**config.mk**
```make
export PLATFORM = sky130hd
export DESIGN_NAME = iter_divider_flat
export DESIGN_NICKNAME = d
export VERILOG_FILES = /design/src/rtl/iter_divider_pkg.sv /design/src/rtl/iter_divider_if.sv /design/src/rtl/iter_divider_step.sv /design/src/rtl/iter_divider.sv /design/src/flat_wrapper.sv
export SDC_FILE = /design/constraint.sdc
export NUM_CORES = 1
export LEC_CHECK = 0
export ABC_AREA = 1
export BUFFER_PORTS_ARGS = -buffer_cell sky130_fd_sc_hd__buf_2
export CELL_PAD_IN_SITES_DETAIL_PLACEMENT = 1
export CELL_PAD_IN_SITES_GLOBAL_PLACEMENT = 1
export CORE_MARGIN = 10
export CORE_UTILIZATION = 38
export DETAILED_ROUTE_END_ITERATION = 8
export GPL_TIMING_DRIVEN = 0
export PLACE_DENSITY = 0.73
export SLEW_MARGIN = 20
export SYNTH_ARGS = -nofsm -noshare
export SYNTH_HDL_FRONTEND = slang
export SYNTH_SLANG_ARGS = --single-unit
export TNS_END_PERCENT = 30
```
**constraint.sdc**
```tcl
create_clock -name clk -period 2 [get_ports clk]
set_input_delay 0.1 -clock clk [delete_from_list [all_inputs] [get_ports clk]]
set_output_delay 0.1 -clock clk [all_outputs]
set_load 0.03 [all_outputs]
```
**src/rtl/iter_divider_pkg.sv**
```systemverilog
// Shared definitions for the iterative restoring divider: FSM state encoding
// and the quotient value reported on divide-by-zero.
package div_pkg;

  typedef enum logic [1:0] {
    DIV_IDLE = 2'b00,
    DIV_RUN  = 2'b01,
    DIV_DONE = 2'b10
  } div_state_e;

  // Sized for the widest supported operand; users slice off the low WIDTH bits.
  localparam int unsigned DIV_MAX_W = 64;
  localparam logic [DIV_MAX_W-1:0] DIV_ZERO_QUOT = '1;

endpackage

```
**src/rtl/iter_divider_if.sv**
```systemverilog
// Start/busy/done handshake and operand/result bus between the EX stage and
// the divider.
interface iter_divider_if #(
  parameter int WIDTH = 16
) ();
  logic             start;
  logic [WIDTH-1:0] dividend;
  logic [WIDTH-1:0] divisor;
  logic             busy;
  logic             done;
  logic [WIDTH-1:0] quotient;
  logic [WIDTH-1:0] remainder;
  logic             div_by_zero;

  modport master (
    output start, dividend, divisor,
    input  busy, done, quotient, remainder, div_by_zero
  );

  modport slave (
    input  start, dividend, divisor,
    output busy, done, quotient, remainder, div_by_zero
  );
endinterface

```
**src/rtl/iter_divider_step.sv**
```systemverilog
// One restoring-division step: shift in the next dividend bit, trial-subtract
// the divisor and keep the difference only when it does not borrow.
module div_step #(
  parameter int WIDTH = 16
) (
  input  logic [WIDTH-1:0] r_i,
  input  logic             q_msb_i,
  input  logic [WIDTH-1:0] divisor_i,
  output logic [WIDTH-1:0] r_o,
  output logic             q_bit_o
);
  logic [WIDTH:0] shifted;
  logic [WIDTH:0] trial;

  assign shifted = {r_i, q_msb_i};
  // The borrow lands in the MSB of the WIDTH+1-bit difference.
  assign trial   = shifted - {1'b0, divisor_i};
  assign q_bit_o = ~trial[WIDTH];
  // A restored remainder is always below the divisor, so WIDTH bits suffice.
  assign r_o     = q_bit_o ? trial[WIDTH-1:0] : shifted[WIDTH-1:0];
endmodule

```
**src/rtl/iter_divider.sv**
```systemverilog
// Unsigned sequential restoring divider: one quotient bit per clock, with
// results held stable until the next accepted start completes.
module iter_divider
  import div_pkg::*;
#(
  parameter int WIDTH = 16,
  parameter int CNT_W = 5
) (
  input logic          clk,
  input logic          rst_n,
  iter_divider_if.slave bus
);
  div_state_e       state_q, state_d;
  logic [CNT_W-1:0] count_q, count_d;
  logic [WIDTH-1:0] r_q, r_d;
  logic [WIDTH-1:0] q_q, q_d;
  logic [WIDTH-1:0] divisor_q, divisor_d;
  logic [WIDTH-1:0] quot_q, quot_d;
  logic [WIDTH-1:0] rem_q, rem_d;
  logic             dbz_q, dbz_d;

  logic [WIDTH-1:0] step_r;
  logic             step_q_bit;
  logic [WIDTH-1:0] q_shifted;

  div_step #(.WIDTH(WIDTH)) u_step (
    .r_i       (r_q),
    .q_msb_i   (q_q[WIDTH-1]),
    .divisor_i (divisor_q),
    .r_o       (step_r),
    .q_bit_o   (step_q_bit)
  );

  assign q_shifted = {q_q[WIDTH-2:0], step_q_bit};

  always_comb begin
    state_d   = state_q;
    count_d   = count_q;
    r_d       = r_q;
    q_d       = q_q;
    divisor_d = divisor_q;
    quot_d    = quot_q;
    rem_d     = rem_q;
    dbz_d     = dbz_q;
    unique case (state_q)
      DIV_IDLE: begin
        if (bus.start) begin
          if (bus.divisor == '0) begin
            // Divide-by-zero completes immediately without iterating.
            state_d = DIV_DONE;
            quot_d  = DIV_ZERO_QUOT[WIDTH-1:0];
            rem_d   = bus.dividend;
            dbz_d   = 1'b1;
          end else begin
            state_d   = DIV_RUN;
            q_d       = bus.dividend;
            r_d       = '0;
            count_d   = '0;
            divisor_d = bus.divisor;
            dbz_d     = 1'b0;
          end
        end
      end
      DIV_RUN: begin
        r_d     = step_r;
        q_d     = q_shifted;
        count_d = count_q + CNT_W'(1);
        if (count_q == CNT_W'(WIDTH - 1)) begin
          state_d = DIV_DONE;
          quot_d  = q_shifted;
          rem_d   = step_r;
        end
      end
      DIV_DONE: state_d = DIV_IDLE;
      default:  state_d = DIV_IDLE;
    endcase
  end

  always_ff @(posedge clk or negedge rst_n) begin
    if (!rst_n) begin
      state_q   <= DIV_IDLE;
      count_q   <= '0;
      r_q       <= '0;
      q_q       <= '0;
      divisor_q <= '0;
      quot_q    <= '0;
      rem_q     <= '0;
      dbz_q     <= 1'b0;
    end else begin
      state_q   <= state_d;
      count_q   <= count_d;
      r_q       <= r_d;
      q_q       <= q_d;
      divisor_q <= divisor_d;
      quot_q    <= quot_d;
      rem_q     <= rem_d;
      dbz_q     <= dbz_d;
    end
  end

  assign bus.busy        = (state_q != DIV_IDLE);
  assign bus.done        = (state_q == DIV_DONE);
  assign bus.quotient    = quot_q;
  assign bus.remainder   = rem_q;
  assign bus.div_by_zero = dbz_q;
endmodule

```
**src/flat_wrapper.sv**
```systemverilog
// flat-port wrapper written by rule: the top's interface ports become plain ports
module iter_divider_flat import div_pkg::*;
#(
  parameter int WIDTH = 16,
  parameter int CNT_W = 5
)
  (clk, rst_n, bus_start, bus_dividend, bus_divisor, bus_busy, bus_done, bus_quotient, bus_remainder, bus_div_by_zero);
  iter_divider_if #(.WIDTH(WIDTH)) bus_i ();
  input logic clk;
  input logic rst_n;
  input wire logic [$bits(bus_i.start)-1:0] bus_start;
  input wire logic [$bits(bus_i.dividend)-1:0] bus_dividend;
  input wire logic [$bits(bus_i.divisor)-1:0] bus_divisor;
  output wire logic [$bits(bus_i.busy)-1:0] bus_busy;
  output wire logic [$bits(bus_i.done)-1:0] bus_done;
  output wire logic [$bits(bus_i.quotient)-1:0] bus_quotient;
  output wire logic [$bits(bus_i.remainder)-1:0] bus_remainder;
  output wire logic [$bits(bus_i.div_by_zero)-1:0] bus_div_by_zero;
  assign bus_i.start = bus_start;
  assign bus_i.dividend = bus_dividend;
  assign bus_i.divisor = bus_divisor;
  assign bus_busy = bus_i.busy;
  assign bus_done = bus_i.done;
  assign bus_quotient = bus_i.quotient;
  assign bus_remainder = bus_i.remainder;
  assign bus_div_by_zero = bus_i.div_by_zero;
  iter_divider #(.WIDTH(WIDTH), .CNT_W(CNT_W)) u_core (.clk(clk), .rst_n(rst_n), .bus(bus_i));
endmodule
```
* Word level (Yosys, flattened, before mapping)
Cells that the tools add are included.
Operators by class: eq/ne operators 7, $add $sub $neg 2, mux-type cells 23, bitwise operators 2, reduce and logical (&&, ||, !) cells 9
Operators by type and width (number):
- $mux W16 | 11
- $pmux W16 S2 | 4
- $sub A17 B16 Y17 | 1
- $logic_not A16 Y1 | 1
- $mux W5 | 2
- $pmux W5 S2 | 1
- $mux W2 | 3
- $reduce_and A3 Y1 | 2
- $add A5 B1 Y5 const B | 1
- $eq A5 B4 Y1 const B | 1
- $ne A2 B1 Y1 const B | 2
- $ne A2 B2 Y1 const B | 2
- $pmux W2 S2 | 1
- $reduce_and A2 Y1 | 2
- $reduce_and A4 Y1 | 1
- $reduce_bool A2 Y1 | 2
- $eq A2 B1 Y1 const B | 1
- $eq A2 B2 Y1 const B | 1
- $logic_not A2 Y1 | 1
- $not A1 Y1 | 2
- $mux W1 | 1
Storage, ports and cells: output and inout port bits 35, register bits 88, input bits 35

* Longest topological paths before layout
word-level depth 4, gate-level depth with buffers 17, depth with buffers taken out 16

* Cells and area by module
A second synthesis with hierarchy kept.
Second synthesis, totals: cells, all modules 778, area total of the unflattened synthesis 5452.7 um2
By module, submodules not included:
- iter_divider | seq. area each 2202.1 um2, instances 1, area an instance 4002.6 um2, cells an instance 496
- div_step | seq. area each 0.0 um2, instances 1, area an instance 1450.1 um2, cells an instance 282

* Worst setup path before layout
No wires, ideal clock.
path kind register -> register, start point register u_core.q_q[15], end point register u_core.rem_q[14], in the netlist u_core.bus.remainder[14], buffers on the path 1, arrival 1.951 ns, path slack -0.064 ns, stages on the path, launching flop included 18, clock period less this slack 2.064 ns, cell sequence dfrtp_1 -> inv_1 -> ha_1 -> inv_1 -> fa_1 -> nand2_1 -> nand2_1 -> nand3_2 -> nand2_2 -> nand2_2 -> nand2_2 -> nand2_1 -> nand2_4 -> buf_8 -> nand3_1 -> nand3_1 -> nand2_1 -> inv_1
Between the ends: longest elaborated chain between the ends 4
Ends and longest elaborated chain:
- from (decl) | RTL line iter_divider.sv:16 | logic [WIDTH-1:0] q_q, q_d;
- from (signal assigned) | RTL line iter_divider.sv:93 | q_q <= q_d;
- $sub A17 B16 Y17 | RTL line iter_divider_step.sv:17 | assign trial = shifted - {1'b0, divisor_i};
- $mux W16 | RTL line iter_divider_step.sv:20 | assign r_o = q_bit_o ? trial[WIDTH-1:0] : shifted[WIDTH-1:0];
- $mux W16 | RTL line iter_divider.sv:68 | if (count_q == CNT_W'(WIDTH - 1)) begin
- $pmux W16 S2 | RTL line iter_divider.sv:45 | unique case (state_q)
- to (signal assigned) | RTL line iter_divider.sv:96 | rem_q <= rem_d;
- to (decl) | RTL line iter_divider.sv:19 | logic [WIDTH-1:0] rem_q, rem_d;
No other way between the ends. The select of a mux whose other input is x is not followed. A chain may end at the register's enable or synchronous reset.

* Worst setup path after layout
start point register u_core.q_q[15], end point register u_core.rem_q[2], in the netlist u_core.bus.remainder[2]
Same word-level chain as after synthesis.

==> impl_metrics.ini <==
[run_status]
outcome = finished with violations
failed_checks = setup timing

[cts]
cts_buffers = 9
cts_tree = yes
clk_latency_ns = 0.36
cts_sinks = 88
cts_max_path_buffers = 2
clkTransAtPathRegs_ns = 0.07
h-tree-depth = 3
root_buffer = clkbuf_16

[timing]
maxSlewHeadroom = 0.600
setup_violations = 34
fin_crit_ns = 2.28
tightest_slew_ns = 0.599
rsz0062_at_grt = yes
fin_hold_ws_ns = 0.00229
setup_slack_ns = -0.282
fmax_mhz = 438
drv_slew = 0
fin_crit_sh = 1.14
finalHoldViolations = 0
skew_ns = 0.00848

[finish]
syn2layout_area_growth_pct = 29.1
antennaDiodeCount = 0
fill_cells = 1658
final_cells = 973
multiInputGateArea_um2 = 2730
layout.nets = 846
register_area_um2 = 2200
drive_gt1_frac = 0.238

[logic_synthesis]
synth_area_leader_cell = dfrtp_1
synth-async-reset-ratio = 1.00
synth_cell_types = 36
synth.yosys.seq_area_share = 0.428
muxShareOfSynthArea = 0
syn_area_per_cell_um2 = 7.55
synth-compound-area-share = 0.103
synth_warnings = 0
syn_area_um2 = 5150
synth-simple-area-share = 0.303
synth_edf_count = 0
synth_seq_cells = 88
synth_xor_area_frac = 0.0136
synth_cells = 682
syn_nets = 736
synthTopCellsByArea = dfrtp_1 (43%), nand2_1 (13%), inv_1 (7.4%)
netlist.area_leader.share = 0.428
synth_adder_area_share = 0.0476
synth_top_family_by_area = simple AND/OR/NAND/NOR gates
synthFlopType = dfrtp_1
synth_common_cells = nand2_1 (178), inv_1 (102), dfrtp_1 (88), nand3_1 (68), o21ai_0 (47)
synth.most_common_cell = nand2_1

[drt]
ant_nets = 0
vias = 4884
wl_um = 17700
routedWlPerCell_um = 18.1
firstDrtPassIters = 4
vias_per_cell = 5.02
drc = 0
drt_iter0_markers = 166

[worst_setup_path]
cp_common_cell = nand2_4
worst-path-buf-inv = 4
r2r_end = u_core.bus.remainder[2]$_DFFE_PN0P_
rr_startpoint = u_core.q_q[15]$_DFFE_PN0P_
cp.required_ns = 2.25
ff2ff_path_depth = 17
cp-start-kind = register
path_max_fanout = 7
path_cells = inv_2 -> ha_4 -> inv_4 -> fa_2 -> nand2_2 -> nand2_2 -> nand3_2 -> nand2_2 -> nand2_4 -> nand2_4 -> nand2_4 -> nand2_4 -> buf_4 -> nand3_1 -> nand3_1 -> nand2_1 -> inv_1
reg2reg_slack_ns = -0.28
crit_family = simple AND/OR/NAND/NOR gates
cpMaxStageDelayCell = dfrtp_1
endpoint_kind = register
critical_path_class = register to register
critical_path.startpoint = u_core.q_q[15]$_DFFE_PN0P_
arrival_ns = 2.54
crit_path_max_incr_delay_ns = 0.40

[placed_design]
dp_hpwl_um = 13000
place_congestion = 0.833
io_buffers = 69
placed_cells = 928

[power_and_ir_drop]
switchingPower_mw = 6.82
total_leakage_power_nw = 3.32
swShare = 0.515
power.density_nw_per_um2 = 1990
clockPowerShare = 0.125
ir_drop_mv = 0.759
p_comb_frac = 0.646
internal_power_mw = 6.43
seq_power_share = 0.230

[global_route]
grt_pass1_wl_um = 28000
grt_pass1_vias = 5345
grt_use_total = 0.191
antenna_found_initial = 0
grt_overflow_total = 0
grt_max_degree = 78

[floorplan]
core_area_um2 = 13200
die_w_um = 136
num_rows = 42
start_util = 0.389
die_area_um2 = 18600
ioPinCount = 70
dieHeight_um = 136

[worst_hold_path]
worstHoldStart = bus_divisor[9]
min_to = u_core.divisor_q[9]$_DFFE_PN0P_
hold_depth = 3
hold_class = input pin to register

[run]
max-cap-violations = 0
## registers in the layout (all words and copies together) (netlist names)
name and flops:
u_core.bus.div_by_zero 1, u_core.bus.quotient 16, u_core.bus.remainder 16, u_core.count_q 5, u_core.divisor_q 16, u_core.q_q 16
u_core.r_q 16, u_core.state_q 2
## cell usage in the layout, fill, tap and decap left out, types with 2 or more instances in the layout
master	count
nand2_1	173
inv_1	99
dfrtp_1	88
buf_2	74
nand3_1	48
o21ai_0	47
nor2_1	39
nand3_2	27
a21oi_1	25
a31oi_1	14
buf_4	13
clkbuf_1	13
dlygate4sd3_1	13
clkbuf_16	10
or2_1	9
nand2_4	8
or2_0	8
xor2_1	8
ha_1	8
inv_2	7
ha_4	7
nand2_2	6
nand3_4	6
and2_1	4
buf_6	4
nor2_2	3
nand4_1	3
ha_2	3
nor2_4	2
buf_8	2
buf_1	2
o22ai_1	2
clkinv_4	2
clkinvlp_4	2
## worst reg2reg max path: stages (launching register included)
cell     delay (ns)
dfrtp_1        0.40
inv_2          0.09
ha_4           0.14
inv_4          0.04
fa_2           0.35
nand2_2        0.10
nand2_2        0.08
nand3_2        0.08
nand2_2        0.07
nand2_4        0.09
nand2_4        0.07
nand2_4        0.07
nand2_4        0.06
buf_4          0.17
nand3_1        0.13
nand3_1        0.12
nand2_1        0.07
inv_1          0.03
## routing by layer
layer / track usage / up-vias / routed length [µm] / part of all wire
met5: 0 / - / 0 / 0
met4: 0.0633 / 0 / 225 / 0.013
met3: 0.0435 / 10 / 710 / 0.040
met2: 0.329 / 78 / 9160 / 0.52
met1: 0.231 / 2418 / 7560 / 0.43
li1: - / 2378 / - / -
## what timing repair did
item                       in CTS  in global routing
gates resized for setup        40                 32
gates cloned                    0                  2
pin swaps                      14                 12
setup endpoints to repair      46                 58
hold buffers                   13                  0
buffers inserted                8                  6
hold endpoints to repair      100                  0
## metrics by stage
stage	setup slack [ns]	TNS [ns]	utilization	power, mW	instance area, µm²
2_1_floorplan	0.00166	0	-	8.10	5160
3_3_place_gp	-0.275	-5.89	0.432	9.98	5720
3_5_place_dp	-0.360	-8.70	0.435	10.3	5760
4_1_cts	-0.240	-5.05	0.484	12.6	6410
5_1_grt	-0.409	-10.33	0.502	14.4	6650
6_report	-0.282	-6.33	0.502	13.3	6650
## layout make-up
type,count,share of cell area
plain buffers,26,0.0233
clock buffers,11,0.0365
clock inverters,5,0.00621
inverters,107,0.0608
multi-input cells,462,0.411
flip-flops and latches,88,0.331
well taps,176,0.0331
repair buffers,98,0.0979
## power by group through the flow
stage	sequential (mW)	clock (mW)	combinational, mW
2_1_floorplan	3.49	0	4.61
3_3_place_gp	2.98	0	7.00
5_1_grt	3.13	1.77	9.46
3_5_place_dp	3.03	0	7.24
6_report	3.04	1.65	8.56
4_1_cts	3.02	1.68	7.94
## logic make-up after synthesis
logic type / after synthesis
AND/OR/NAND/NOR: 337
adder cells (fa/ha/maj): 19
buffers and inverters: 133
XOR/XNOR: 8
flip-flops: 88
AO/OA/AOI/OAI: 97
## worst max path at each step
stage	endpoint	slack, ns	cells after the start
5_1_grt	u_core.bus.remainder[2]$_DFFE_PN0P_	-0.41	17
4_1_cts	u_core.bus.remainder[7]$_DFFE_PN0P_	-0.24	18
6_report	u_core.bus.remainder[2]$_DFFE_PN0P_	-0.28	17
3_5_place_dp	u_core.bus.remainder[14]$_DFFE_PN0P_	-0.36	16
3_3_place_gp	u_core.bus.remainder[9]$_DFFE_PN0P_	-0.28	16
2_1_floorplan	u_core.bus.remainder[14]$_DFFE_PN0P_	0.002	17
Power figures use the tool's default switching activity.
